[src/rtl/reg_dump_if.sv]
// reg_dump_if: control, register-file read port and output stream of the register dump reader.
// master: the dump reader (drives rf_src, out_*, busy, done); slave: its environment.
interface reg_dump_if;
  logic        start;
  logic [3:0]  rf_src;
  logic [63:0] rf_val;
  logic        out_valid;
  logic        out_ready;
  logic [63:0] out_data;
  logic [3:0]  out_idx;
  logic        out_last;
  logic        busy;
  logic        done;
  modport master (
    input  start, rf_val, out_ready,
    output rf_src, out_valid, out_data, out_idx, out_last, busy, done
  );
  modport slave (
    output start, rf_val, out_ready,
    input  rf_src, out_valid, out_data, out_idx, out_last, busy, done
  );
endinterface

[src/rtl/reg_dump_reader.sv]
// reg_dump_reader: reads registers FIRST_REG..LAST_REG one per READ cycle and streams them out under valid/ready.
// Ports: clk; rst (asynchronous, active-high); bus (reg_dump_if.master) carrying start/busy/done,
// the register-file read port rf_src/rf_val and the output stream out_valid/out_ready/out_data/out_idx/out_last.
// Option: define REG_DUMP_CHECKSUM_EN to append an XOR checksum word (out_idx 4'hF, out_last 1) after the registers.
module reg_dump_reader #(
  parameter int FIRST_REG = 0,
  parameter int LAST_REG  = 14
) (
  input logic        clk,
  input logic        rst,
  reg_dump_if.master bus
);
  localparam logic [3:0] FIRST = 4'(FIRST_REG);
  localparam logic [3:0] LAST  = 4'(LAST_REG);
  localparam logic [3:0] RNONE = 4'hF;
`ifdef REG_DUMP_CHECKSUM_EN
  typedef enum logic [2:0] {IDLE, READ, SEND, CSUM, DONE} state_t;
`else
  typedef enum logic [2:0] {IDLE, READ, SEND, DONE} state_t;
`endif
  state_t      state_q, state_d;
  logic [3:0]  idx_q, idx_d;
  logic [3:0]  rf_src_q, rf_src_d;
  logic [3:0]  out_idx_q, out_idx_d;
  logic [63:0] out_data_q, out_data_d;
  logic        out_valid_q, out_valid_d;
  logic        out_last_q, out_last_d;
  logic        busy_q, busy_d;
  logic        done_q, done_d;
`ifdef REG_DUMP_CHECKSUM_EN
  logic [63:0] csum_q, csum_d;
`endif
  always_comb begin
    state_d    = state_q;
    idx_d      = idx_q;
    out_idx_d  = out_idx_q;
    out_data_d = out_data_q;
    out_last_d = out_last_q;
`ifdef REG_DUMP_CHECKSUM_EN
    csum_d     = csum_q;
`endif
    case (state_q)
      IDLE: if (bus.start) begin
        state_d = READ;
        idx_d   = FIRST;
`ifdef REG_DUMP_CHECKSUM_EN
        csum_d  = '0;
`endif
      end
      READ: begin
        state_d    = SEND;
        out_data_d = bus.rf_val;
        out_idx_d  = idx_q;
`ifdef REG_DUMP_CHECKSUM_EN
        out_last_d = 1'b0;
`else
        out_last_d = idx_q == LAST;
`endif
      end
      SEND: if (bus.out_ready) begin
`ifdef REG_DUMP_CHECKSUM_EN
        csum_d = csum_q ^ out_data_q;
`endif
        if (idx_q != LAST) begin
          idx_d   = idx_q + 4'd1;
          state_d = READ;
        end else begin
`ifdef REG_DUMP_CHECKSUM_EN
          // checksum word includes the register word accepted at this same edge
          state_d    = CSUM;
          out_data_d = csum_q ^ out_data_q;
          out_idx_d  = RNONE;
          out_last_d = 1'b1;
`else
          state_d = DONE;
`endif
        end
      end
`ifdef REG_DUMP_CHECKSUM_EN
      CSUM: if (bus.out_ready) state_d = DONE;
`endif
      DONE: state_d = IDLE;
      default: state_d = IDLE;
    endcase
    // outputs are registered from the next state so they line up with the state they describe
    rf_src_d    = (state_d == READ) ? idx_d : RNONE;
`ifdef REG_DUMP_CHECKSUM_EN
    out_valid_d = (state_d == SEND) || (state_d == CSUM);
`else
    out_valid_d = state_d == SEND;
`endif
    busy_d      = state_d != IDLE;
    done_d      = state_d == DONE;
  end
  always_ff @(posedge clk or posedge rst) begin
    if (rst) begin
      state_q     <= IDLE;
      idx_q       <= '0;
      rf_src_q    <= RNONE;
      out_idx_q   <= '0;
      out_data_q  <= '0;
      out_valid_q <= 1'b0;
      out_last_q  <= 1'b0;
      busy_q      <= 1'b0;
      done_q      <= 1'b0;
`ifdef REG_DUMP_CHECKSUM_EN
      csum_q      <= '0;
`endif
    end else begin
      state_q     <= state_d;
      idx_q       <= idx_d;
      rf_src_q    <= rf_src_d;
      out_idx_q   <= out_idx_d;
      out_data_q  <= out_data_d;
      out_valid_q <= out_valid_d;
      out_last_q  <= out_last_d;
      busy_q      <= busy_d;
      done_q      <= done_d;
`ifdef REG_DUMP_CHECKSUM_EN
      csum_q      <= csum_d;
`endif
    end
  end
  assign bus.rf_src    = rf_src_q;
  assign bus.out_valid = out_valid_q;
  assign bus.out_data  = out_data_q;
  assign bus.out_idx   = out_idx_q;
  assign bus.out_last  = out_last_q;
  assign bus.busy      = busy_q;
  assign bus.done      = done_q;
endmodule

[src/flat_wrapper.sv]
// flat-port wrapper written by rule: the top's interface ports become plain ports
module reg_dump_reader_flat 
#(
  parameter int FIRST_REG = 0,
  parameter int LAST_REG  = 14
)
  (clk, rst, bus_start, bus_rf_val, bus_out_ready, bus_rf_src, bus_out_valid, bus_out_data, bus_out_idx, bus_out_last, bus_busy, bus_done);
  reg_dump_if bus_i ();
  input logic clk;
  input logic rst;
  input wire logic [$bits(bus_i.start)-1:0] bus_start;
  input wire logic [$bits(bus_i.rf_val)-1:0] bus_rf_val;
  input wire logic [$bits(bus_i.out_ready)-1:0] bus_out_ready;
  output wire logic [$bits(bus_i.rf_src)-1:0] bus_rf_src;
  output wire logic [$bits(bus_i.out_valid)-1:0] bus_out_valid;
  output wire logic [$bits(bus_i.out_data)-1:0] bus_out_data;
  output wire logic [$bits(bus_i.out_idx)-1:0] bus_out_idx;
  output wire logic [$bits(bus_i.out_last)-1:0] bus_out_last;
  output wire logic [$bits(bus_i.busy)-1:0] bus_busy;
  output wire logic [$bits(bus_i.done)-1:0] bus_done;
  assign bus_i.start = bus_start;
  assign bus_i.rf_val = bus_rf_val;
  assign bus_i.out_ready = bus_out_ready;
  assign bus_rf_src = bus_i.rf_src;
  assign bus_out_valid = bus_i.out_valid;
  assign bus_out_data = bus_i.out_data;
  assign bus_out_idx = bus_i.out_idx;
  assign bus_out_last = bus_i.out_last;
  assign bus_busy = bus_i.busy;
  assign bus_done = bus_i.done;
  reg_dump_reader #(.FIRST_REG(FIRST_REG), .LAST_REG(LAST_REG)) u_core (.clk(clk), .rst(rst), .bus(bus_i));
endmodule
[config.mk]
export PLATFORM = sky130hd
export DESIGN_NAME = reg_dump_reader_flat
export DESIGN_NICKNAME = d
export VERILOG_FILES = /design/src/rtl/reg_dump_if.sv /design/src/rtl/reg_dump_reader.sv /design/src/flat_wrapper.sv
export SDC_FILE = /design/constraint.sdc
export NUM_CORES = 1
export LEC_CHECK = 0
export BUFFER_PORTS_ARGS = -buffer_cell sky130_fd_sc_hd__buf_2
export CAP_MARGIN = 0
export CORE_MARGIN = 2
export CORE_UTILIZATION = 45
export CTS_CLUSTER_SIZE = 10
export DETAILED_ROUTE_END_ITERATION = 10
export PLACE_DENSITY = 0.77
export RECOVER_POWER = 25
export SLEW_MARGIN = 20
export SYNTH_ARGS = -nofsm -noshare
export SYNTH_HDL_FRONTEND = slang
export SYNTH_SLANG_ARGS = --single-unit
[constraint.sdc]
create_clock -name clk -period 3 [get_ports clk]
set_input_delay 0 -clock clk [delete_from_list [all_inputs] [get_ports clk]]
set_output_delay 0 -clock clk [all_outputs]
set_load 0.01 [all_outputs]
==> results of run 1 <==
[state kept, by name, summed over array words and instances, names as in the netlist]
name                  cells
u_core.bus.out_valid      1
u_core.bus.out_last       1
u_core.bus.done           1
u_core.idx_q              4
u_core.bus.out_data      64
u_core.bus.out_idx        4
u_core.bus.rf_src         4
u_core.state_q            3
u_core.bus.busy           1
[power groups by stage]
stage / logic, mW / clock network (mW) / registers, mW
final: 0.893 / 0.795 / 1.55
after global routing: 0.960 / 0.865 / 1.58
after CTS: 0.902 / 0.814 / 1.53
after detailed placement: 0.836 / 0 / 1.55
after global placement: 0.814 / 0 / 1.54
after floorplan: 0.331 / 0 / 1.67
[worst max-delay path: cells and delay by family (launching register included)]
kind / cells / cell delay [ps]
buf+inv: 1 / 300
mux: 1 / 370
simple gates: 2 / 690
flops: 1 / 530
[final cells by class]
cell class                 instances  area, sq um
inverter                           4         16.3
fill                             510         2290
timing repair buffer             212         1370
sequential                        83         2080
clock buffer                      12          145
multi-input combinational        122         1170
tap                               99          124
clock inverter                     4         51.3
[how the worst max path moves through the flow]
stage	startpoint	to	slack [ps]
floorplan	rst	u_core.bus.busy	870
global route	u_core.state_q[1]	u_core.bus.out_idx[3]	830
CTS	u_core.state_q[1]	u_core.bus.out_data[1]	960
detailed placement	u_core.state_q[1]	u_core.bus.out_data[50]	960
finish	u_core.state_q[1]	u_core.bus.out_data[61]	960
global placement	u_core.state_q[1]	u_core.bus.out_data[56]	1040
[per-layer routing]
layer / share of wire [%] / track usage, % / up-vias
met5: 0 / 0 / -
met4: 2.8 / 9.49 / 0
li1: - / - / 1211
met1: 40 / 26.9 / 1318
met3: 7.9 / 7.01 / 26
met2: 50 / 39.6 / 133
[what timing repair did]
action,in CTS,in global routing
resized for setup,0,0
setup buffers,0,0
hold buffers,65,0
endpoints found under the hold margin,91,0
[kinds of logic after synthesis]
family                   after synthesis  synth area share, %
flip-flops                            83                 61.9
multiplexers                          69                 24.2
AND/OR/NAND/NOR                       27                 5.17
AO/OA/AOI/OAI                         23                 4.69
buffers and inverters                 16                 3.20
adder cells (fa/ha/maj)                2                0.744
other                                  1                0.111
[placed cells by master, fill, tap and decap left out, types with 2 or more instances in the layout]
cell type,synthesis,routed
a21oi_1,5,5
a31oi_1,2,2
and3_1,3,3
buf_2,4,109
buf_4,5,3
clkbuf_1,1,36
clkbuf_8,0,10
dfrtp_1,79,79
dfstp_2,4,4
dlygate4sd3_1,0,65
ha_1,2,2
inv_1,4,3
mux2_2,59,59
mux2_4,10,10
nand2_1,3,3
nand3_1,5,5
nor2_1,2,2
nor2b_1,3,3
nor3_1,3,3
o21ai_0,4,4
o31ai_1,2,2
[per-stage QoR]
step           worst slack (ps)  total power [mW]  area (sq um)  cells  utilization [%]
3_5_place_dp                962              2.38          4160    455             57.3
6_report                    960              3.24          4960    536             68.4
2_1_floorplan               870              2.00          3360    221                -
5_1_grt                     833              3.40          4960    536             68.4
4_1_cts                     956              3.24          5000    536             69.0
3_3_place_gp               1040              2.35          4160    455             57.3
==> flow_summary.toml, run 1 <==
[logic_synthesis]
syn_nets = 291
yosys_most_used_dff = "dfrtp_1"
synth_commonest_cells = "79 x dfrtp_1, 59 x mux2_2, 10 x mux2_4"
ys_seq_area_share_pct = 61.9
synth_area_leader_cell = "dfrtp_1"
yosys-top-cells-area = "dfrtp_1 59%, mux2_2 20%, mux2_4 4.5%"
async_flop_share_pct = 100
yosysMostFrequentCell = "dfrtp_1"
synth_warnings = 0
synth_cell_types = 40
syn_area_per_cell_sq_um = 15.2
syn_area_sq_um = 3360
netlist_instances = 221
ys_ff_latch = 83
synth_edf_count = 0
netlist.area_leader.share_pct = 58.8

[floorplan]
core.rowCount = 31
die_area_sq_um = 8180
initial_utilization_pct = 46.4
die_w_um = 90.5
ioPinCount = 144
chipHeight_um = 90.5
core_sq_um = 7250

[timing]
setup_violations = 0
post-route-min-period_ps = 2040
tns_ps = 0
final-hold-violation-count = 0
tightest_slew_ps = 1270
timing.final.crit_share_pct = 68.0
max_freq_ghz = 0.490
whs_ps = 59.9
maxSlewHeadroom_pct = 14.9
finClkSkew_ps = 16.0
rsz0062_at_grt = "false"
slew_viol_final = 0

[worst_hold_path]
min_path_cells = 3
worstHoldStart = "bus_start"
whs_endpoint = "u_core.bus.busy"
hold_path.class = "input port to register"

[power]
p_int_mw = 2.27
comb_power_share_pct = 27.6
cellLeakagePower_nw = 2.31
power_density_nw_per_um2 = 653
seq_power_share_pct = 47.9
peakVddDrop_v = 0.000286
clkPwrFrac_pct = 24.6
switching_share_pct = 29.9
power.switching_uw = 968

[placement]
dp_hpwl_mm = 5.00
gp_congestion = 0.925
port_buffers = 143

[drt]
drtPass1Iterations = 4
route.detailed.drc = 0
wirelength_mm = 9.06
ant_nets = 0
first_iter_violations = 58
vias_per_cell = 5.01
wl_per_cell_um = 16.9
vias = 2688

[cells_and_area]
nNetsFinal = 502
diodes = 0
syn_to_final_growth_pct = 47.4
drive_gt1_share_pct = 46.5

[setup_path]
end_kind = "register"
required_ps = 3220
reg2reg_depth = 4
reg2reg_slack_ps = 960
r2r_start = "u_core.state_q[1]"
crit_path_top_delay_cell = "dfrtp_1"
r2r_end = "u_core.bus.out_data[61]"
cp_max_fo = 41
cp_slowest_stage_delay_ps = 530
worst-setup-path-type = "register to register"
crit_arrival_ps = 2260
crit_chain = "nand2b_4, nor2_8, buf_12, mux2_2"
start_kind = "register"

[clock_network]
cts_tree = "built"
clk_latency_ps = 340
clock_path_buffers = 2
cts.clk_slew.worst_paths_ps = 80
htree_levels = 3
clock-root-buffer = "clkbuf_8"
cts_sinks = 83
cts_buffers = 9

[global_routing]
grt_pass1_wl_mm = 14.8
antenna_found_initial = 0
grt_overflow = 0
track_usage_pct = 23.1
grt_pass1_vias = 2798
grt_max_degree = 42

[job]
max_cap_violations = 0

[status]
status = "completed"
Power figures use the tool's default switching activity.
==> run 2: changes to the inputs <==
--- a/config.mk
+++ b/config.mk
@@ -5,13 +5,14 @@
 export SDC_FILE = /design/constraint.sdc
 export NUM_CORES = 1
 export LEC_CHECK = 0
+export ABC_AREA = 1
 export BUFFER_PORTS_ARGS = -buffer_cell sky130_fd_sc_hd__buf_2
 export CAP_MARGIN = 0
 export CORE_MARGIN = 2
-export CORE_UTILIZATION = 45
+export CORE_UTILIZATION = 42
 export CTS_CLUSTER_SIZE = 10
 export DETAILED_ROUTE_END_ITERATION = 10
-export PLACE_DENSITY = 0.77
+export PLACE_DENSITY = 0.76
 export RECOVER_POWER = 25
 export SLEW_MARGIN = 20
 export SYNTH_ARGS = -nofsm -noshare
==> constraint.sdc (replaced) <==
create_clock -name clk -period 1.8 [get_ports clk]
set_input_delay 0 -clock clk [delete_from_list [all_inputs] [get_ports clk]]
set_output_delay 0 -clock clk [all_outputs]
set_load 0.01 [all_outputs]
==> flow_summary.toml, run 2 <==
[cells_and_area]
final_cell_mix = "222 x nand2_1, 142 x buf_2, 79 x dfrtp_1, 65 x dlygate4sd3_1, 11 x inv_1"
final_util_pct = 65.0
largest_register_ffs = 64
nNetsFinal = 650
drive_gt1_share_pct = 30.6
final_common_cell = "nand2_1"
final_cells = 687
fill_cells = 605
multi_input_area_sq_um = 1030
diodes = 0
syn_to_final_growth_pct = 51.7
seq_area_sq_um = 2080

[placement]
place_ws_ps = 349
place_inst = 606
dp_hpwl_mm = 5.25
gp_congestion = 0.929
port_buffers = 143

[power]
power_density_nw_per_um2 = 1150
cellLeakagePower_nw = 2.80
peakVddDrop_v = 0.000526

[clock_network]
clock-root-buffer = "clkbuf_8"
post-cts-setup-buffer-count = 0
cts.clk_slew.worst_paths_ps = 80
htree_levels = 3
cts_resized = 0
clock_path_buffers = 2
cts_buffers = 9
cts_hold_buf = 65
cts_tree = "built"
clk_latency_ps = 340
cts_sinks = 83

[timing]
rsz0062_at_grt = "false"
maxSlewHeadroom_pct = 28.4
slew_viol_final = 0
timing.final.crit_share_pct = 82.5
tns_ps = 0
whs_ps = 35.9
finClkSkew_ps = 13.0
tightest_slew_ps = 1070
setup_ws_ps = 316
max_freq_ghz = 0.674
post-route-min-period_ps = 1480
setup_violations = 0
final-hold-violation-count = 0

[logic_synthesis]
synth_commonest_cells = "222 x nand2_1, 79 x dfrtp_1, 12 x inv_1"
syn_nets = 439
yosysMostFrequentCell = "nand2_1"
yosys-top-cells-area = "dfrtp_1 61%, nand2_1 26%, dfstp_2 3.2%"
ys_ff_latch = 83
synth_warnings = 0
synth_edf_count = 0
async_flop_share_pct = 100
netlist_instances = 369
synth_area_leader_cell = "dfrtp_1"
ys_seq_area_share_pct = 63.9
syn_area_sq_um = 3260
synth_cell_types = 18
netlist.area_leader.share_pct = 60.7
yosys_most_used_dff = "dfrtp_1"
syn_area_per_cell_sq_um = 8.83

[setup_path]
r2r_start = "u_core.idx_q[0]"
worst-setup-path-type = "register to register"
reg2reg_slack_ps = 320
r2r_end = "u_core.bus.rf_src[3]"
cp_max_fo = 6
required_ps = 2050
end_kind = "register"
crit_arrival_ps = 1730
start_kind = "register"
reg2reg_depth = 8

[global_routing]
grt_overflow = 0
track_usage_pct = 20.8
grt_pass1_wl_mm = 14.1
antenna_found_initial = 0
grt_pass1_vias = 3165
grt_max_degree = 83

[worst_hold_path]
whs_endpoint = "u_core.idx_q[1]"
worstHoldStart = "bus_out_ready"
hold_path.class = "input port to register"
min_path_cells = 4

[floorplan]
ioPinCount = 144
die_w_um = 92.1
chipHeight_um = 92.1
initial_utilization_pct = 42.8
die_area_sq_um = 8480
core_sq_um = 7610
core.rowCount = 32

[drt]
route.detailed.drc = 0
vias_per_cell = 4.66
drtPass1Iterations = 5
wirelength_mm = 8.86
wl_per_cell_um = 12.9
first_iter_violations = 183
ant_nets = 0
vias = 3204

[status]
status = "completed"

[job]
max_cap_violations = 0
[run 2: changes by cell type after synthesis, moves of 5 or more]
| cell | before | now |
|---|---|---|
| nor2_1 | 2 | 7 |
| mux2_2 | 59 | 0 |
| o21ai_1 | 0 | 7 |
| inv_1 | 4 | 12 |
| nand2_1 | 3 | 222 |
| a21oi_1 | 5 | 0 |
| inv_2 | 0 | 5 |
| mux2_4 | 10 | 0 |
[run 2: cells by family after synthesis]
kind of cell               share of synthesized area (%)
adders and majority gates                          0.768
and+or+nand+nor                                     29.4
AOI/OAI and AO/OA                                   1.23
DFF                                                 63.9
buffers and inverters                               4.64
other                                              0.115
[run 2: report_power, final]
group,leakage [nW],switching (mW),internal [mW]
logic,1.65,0.846,0.683
clock network,0.118,0.620,0.924
registers,1.03,0.261,2.35
[run 2: cell type report]
cell class,instances,share of cell area [%]
inverter,17,1.32
clock inverter,5,2.10
timing repair buffer,214,28.5
sequential,83,42.1
clock buffer,11,2.66
tap,102,2.58
multi-input combinational,255,20.7
[run 2: per-layer routing]
| metal | vias to the layer above | GRT usage, % | part of all wire (%) |
|---|---|---|---|
| met5 | - | 0 | 0 |
| met4 | 0 | 9.70 | 3.3 |
| met3 | 28 | 3.70 | 5.1 |
| met2 | 118 | 37.6 | 52 |
| met1 | 1524 | 23.9 | 40 |
| li1 | 1534 | - | - |
[run 2: how the worst max path moves through the flow]
stage               startpoint                    to  slack (ps)  depth (start not counted)
3_3_place_gp   u_core.idx_q[0]  u_core.bus.rf_src[3]         400                          8
3_5_place_dp   u_core.idx_q[0]  u_core.bus.rf_src[1]         350                          8
6_report       u_core.idx_q[0]  u_core.bus.rf_src[3]         320                          8
2_1_floorplan  u_core.idx_q[0]  u_core.bus.rf_src[3]         520                          8
5_1_grt        u_core.idx_q[0]  u_core.bus.rf_src[3]         160                          8
4_1_cts        u_core.idx_q[0]  u_core.bus.rf_src[3]         330                          8
[run 2: per-stage QoR]
step | cell area (sq um) | power (mW)
global route | 4950 | 6.04
detailed placement | 4080 | 4.04
CTS | 4960 | 5.72
finish | 4950 | 5.68
floorplan | 3260 | 3.35
global placement | 4080 | 3.99
[run 2: worst max-delay path, cell delays in order (launching register included)]
cell and delay [ps]:
dfrtp_1 440, inv_1 80, ha_1 190, nand3_1 110, nand2_1 90, nand2_1 110
nand2_2 100, nor2_2 180, nand3_1 90
==> run 3: changes to the inputs <==
--- a/config.mk
+++ b/config.mk
@@ -9,10 +9,10 @@
 export BUFFER_PORTS_ARGS = -buffer_cell sky130_fd_sc_hd__buf_2
 export CAP_MARGIN = 0
 export CORE_MARGIN = 2
-export CORE_UTILIZATION = 42
+export CORE_UTILIZATION = 45
 export CTS_CLUSTER_SIZE = 10
 export DETAILED_ROUTE_END_ITERATION = 10
-export PLACE_DENSITY = 0.76
+export PLACE_DENSITY = 0.78
 export RECOVER_POWER = 25
 export SLEW_MARGIN = 20
 export SYNTH_ARGS = -nofsm -noshare
==> constraint.sdc (replaced) <==
create_clock -name clk -period 1.4 [get_ports clk]
set_input_delay 0 -clock clk [delete_from_list [all_inputs] [get_ports clk]]
set_output_delay 0 -clock clk [all_outputs]
set_load 0.01 [all_outputs]
==> flow_summary.toml, run 3 (synthesis results as in run 2) <==
[global_routing]
grt_overflow = 0
track_usage_pct = 22.5
grt_max_degree = 76
antenna_found_initial = 0
grt_pass1_vias = 3160
grt_pass1_wl_mm = 13.8

[cells_and_area]
drive_gt1_share_pct = 31.3
postLayoutCellArea_sq_um = 4990
nNetsFinal = 652
fill_cells = 586
final_cells = 686
final_common_cell = "nand2_1"
final_cell_mix = "221 x nand2_1, 143 x buf_2, 79 x dfrtp_1, 65 x dlygate4sd3_1"
diodes = 0
syn_to_final_growth_pct = 53.2
largest_register_ffs = 64
final_util_pct = 70.0

[setup_path]
end_kind = "register"
worst-setup-path-type = "register to register"
cp_max_fo = 38
start_kind = "register"
reg2reg_depth = 6
required_ps = 1660
crit_arrival_ps = 1610

[drt]
drtPass1Iterations = 4
ant_nets = 0
vias = 3209
first_iter_violations = 120
wirelength_mm = 9.26
wl_per_cell_um = 13.5
route.detailed.drc = 0
vias_per_cell = 4.68

[floorplan]
die_w_um = 89.1
initial_utilization_pct = 45.7
core.rowCount = 31
chipHeight_um = 89.1
core_sq_um = 7140
die_area_sq_um = 7940
ioPinCount = 144

[clock_network]
cts.clk_slew.worst_paths_ps = 80
clock_path_buffers = 2
cts_buffers = 9
htree_levels = 3
clock-root-buffer = "clkbuf_8"
cts_sinks = 83
post-cts-setup-buffer-count = 0
cts_tree = "built"
clk_latency_ps = 330

[timing]
whs_ps = 33.1
tns_ps = 0
post-route-min-period_ps = 1350
final-hold-violation-count = 0
maxSlewHeadroom_pct = 33.0
max_freq_ghz = 0.743
rsz0062_at_grt = "false"
slew_viol_final = 0
tightest_slew_ps = 1010
timing.final.crit_share_pct = 96.1
setup_violations = 0
finClkSkew_ps = 7.37
setup_ws_ps = 54.6

[placement]
gp_congestion = 0.852
place_ws_ps = 17.7
port_buffers = 143
place_inst = 604
dp_hpwl_mm = 5.47
placed_area_sq_um = 4120

[power]
p_total_mw = 7.08
cellLeakagePower_nw = 2.82
power_density_nw_per_um2 = 1420
peakVddDrop_v = 0.000873

[job]
max_cap_violations = 0

[status]
status = "completed"

[worst_hold_path]
min_path_cells = 3
hold_path.class = "input port to register"
[run 3: cell types whose count changed in the layout (fill, tap and decap cells not counted), moves of 2 or more]
cell | before | now
buf_12 | 0 | 3
buf_4 | 5 | 2
bufinv_16 | 3 | 1
clkbuf_8 | 9 | 11
[run 3: cell type report]
type	count	area, sq um	share of cell area [%]
Clock buffer	12	155	3.11
Tap cell	99	124	2.48
Multi-Input combinational cell	255	1040	20.7
Clock inverter	4	48.8	0.977
Sequential cell	83	2080	41.7
Timing Repair Buffer	216	1480	29.5
Inverter	17	72.6	1.45
[run 3: per-layer routing]
layer | global-route usage (%) | wire [um] | up-vias
met4 | 9.63 | 178 | 0
met1 | 23.8 | 3450 | 1533
met3 | 4.43 | 528 | 18
met2 | 42.9 | 5110 | 126
li1 | - | - | 1532
met5 | 0 | 0 | -
[run 3: path summary, 6_finish.rpt]
kind	slack [ps]	from	to
max	50	u_core.state_q[1]	u_core.bus.rf_src[1]
min in group asynchronous	530	rst	u_core.bus.out_data[23]
max in group asynchronous	200	rst	u_core.bus.out_idx[0]
min	30	bus_start	u_core.state_q[0]
max reg2reg	50	u_core.state_q[1]	u_core.bus.rf_src[1]
min reg2reg	480	u_core.bus.out_data[17]	u_core.bus.out_data[17]
[run 3: where the power goes]
group,switching (mW),total [mW],internal (mW)
sequential,0.327,3.34,3.02
clock,0.802,1.72,0.921
combinational,1.11,2.02,0.906
total,2.24,7.08,4.84
[run 3: worst max-delay path, stage by stage, from the launching register on]
cell and delay, ps:
dfrtp_1 430, inv_2 70, nand3_2 170, buf_12 250
nand2_2 120, nor2_4 120, o21ai_1 100
[run 3: repair_timing]
action | CTS | global route
hold endpoints to repair | 147 | 0
endpoints found under the setup margin | 0 | 6
hold buffers | 65 | 0
gates resized for setup | 0 | 6
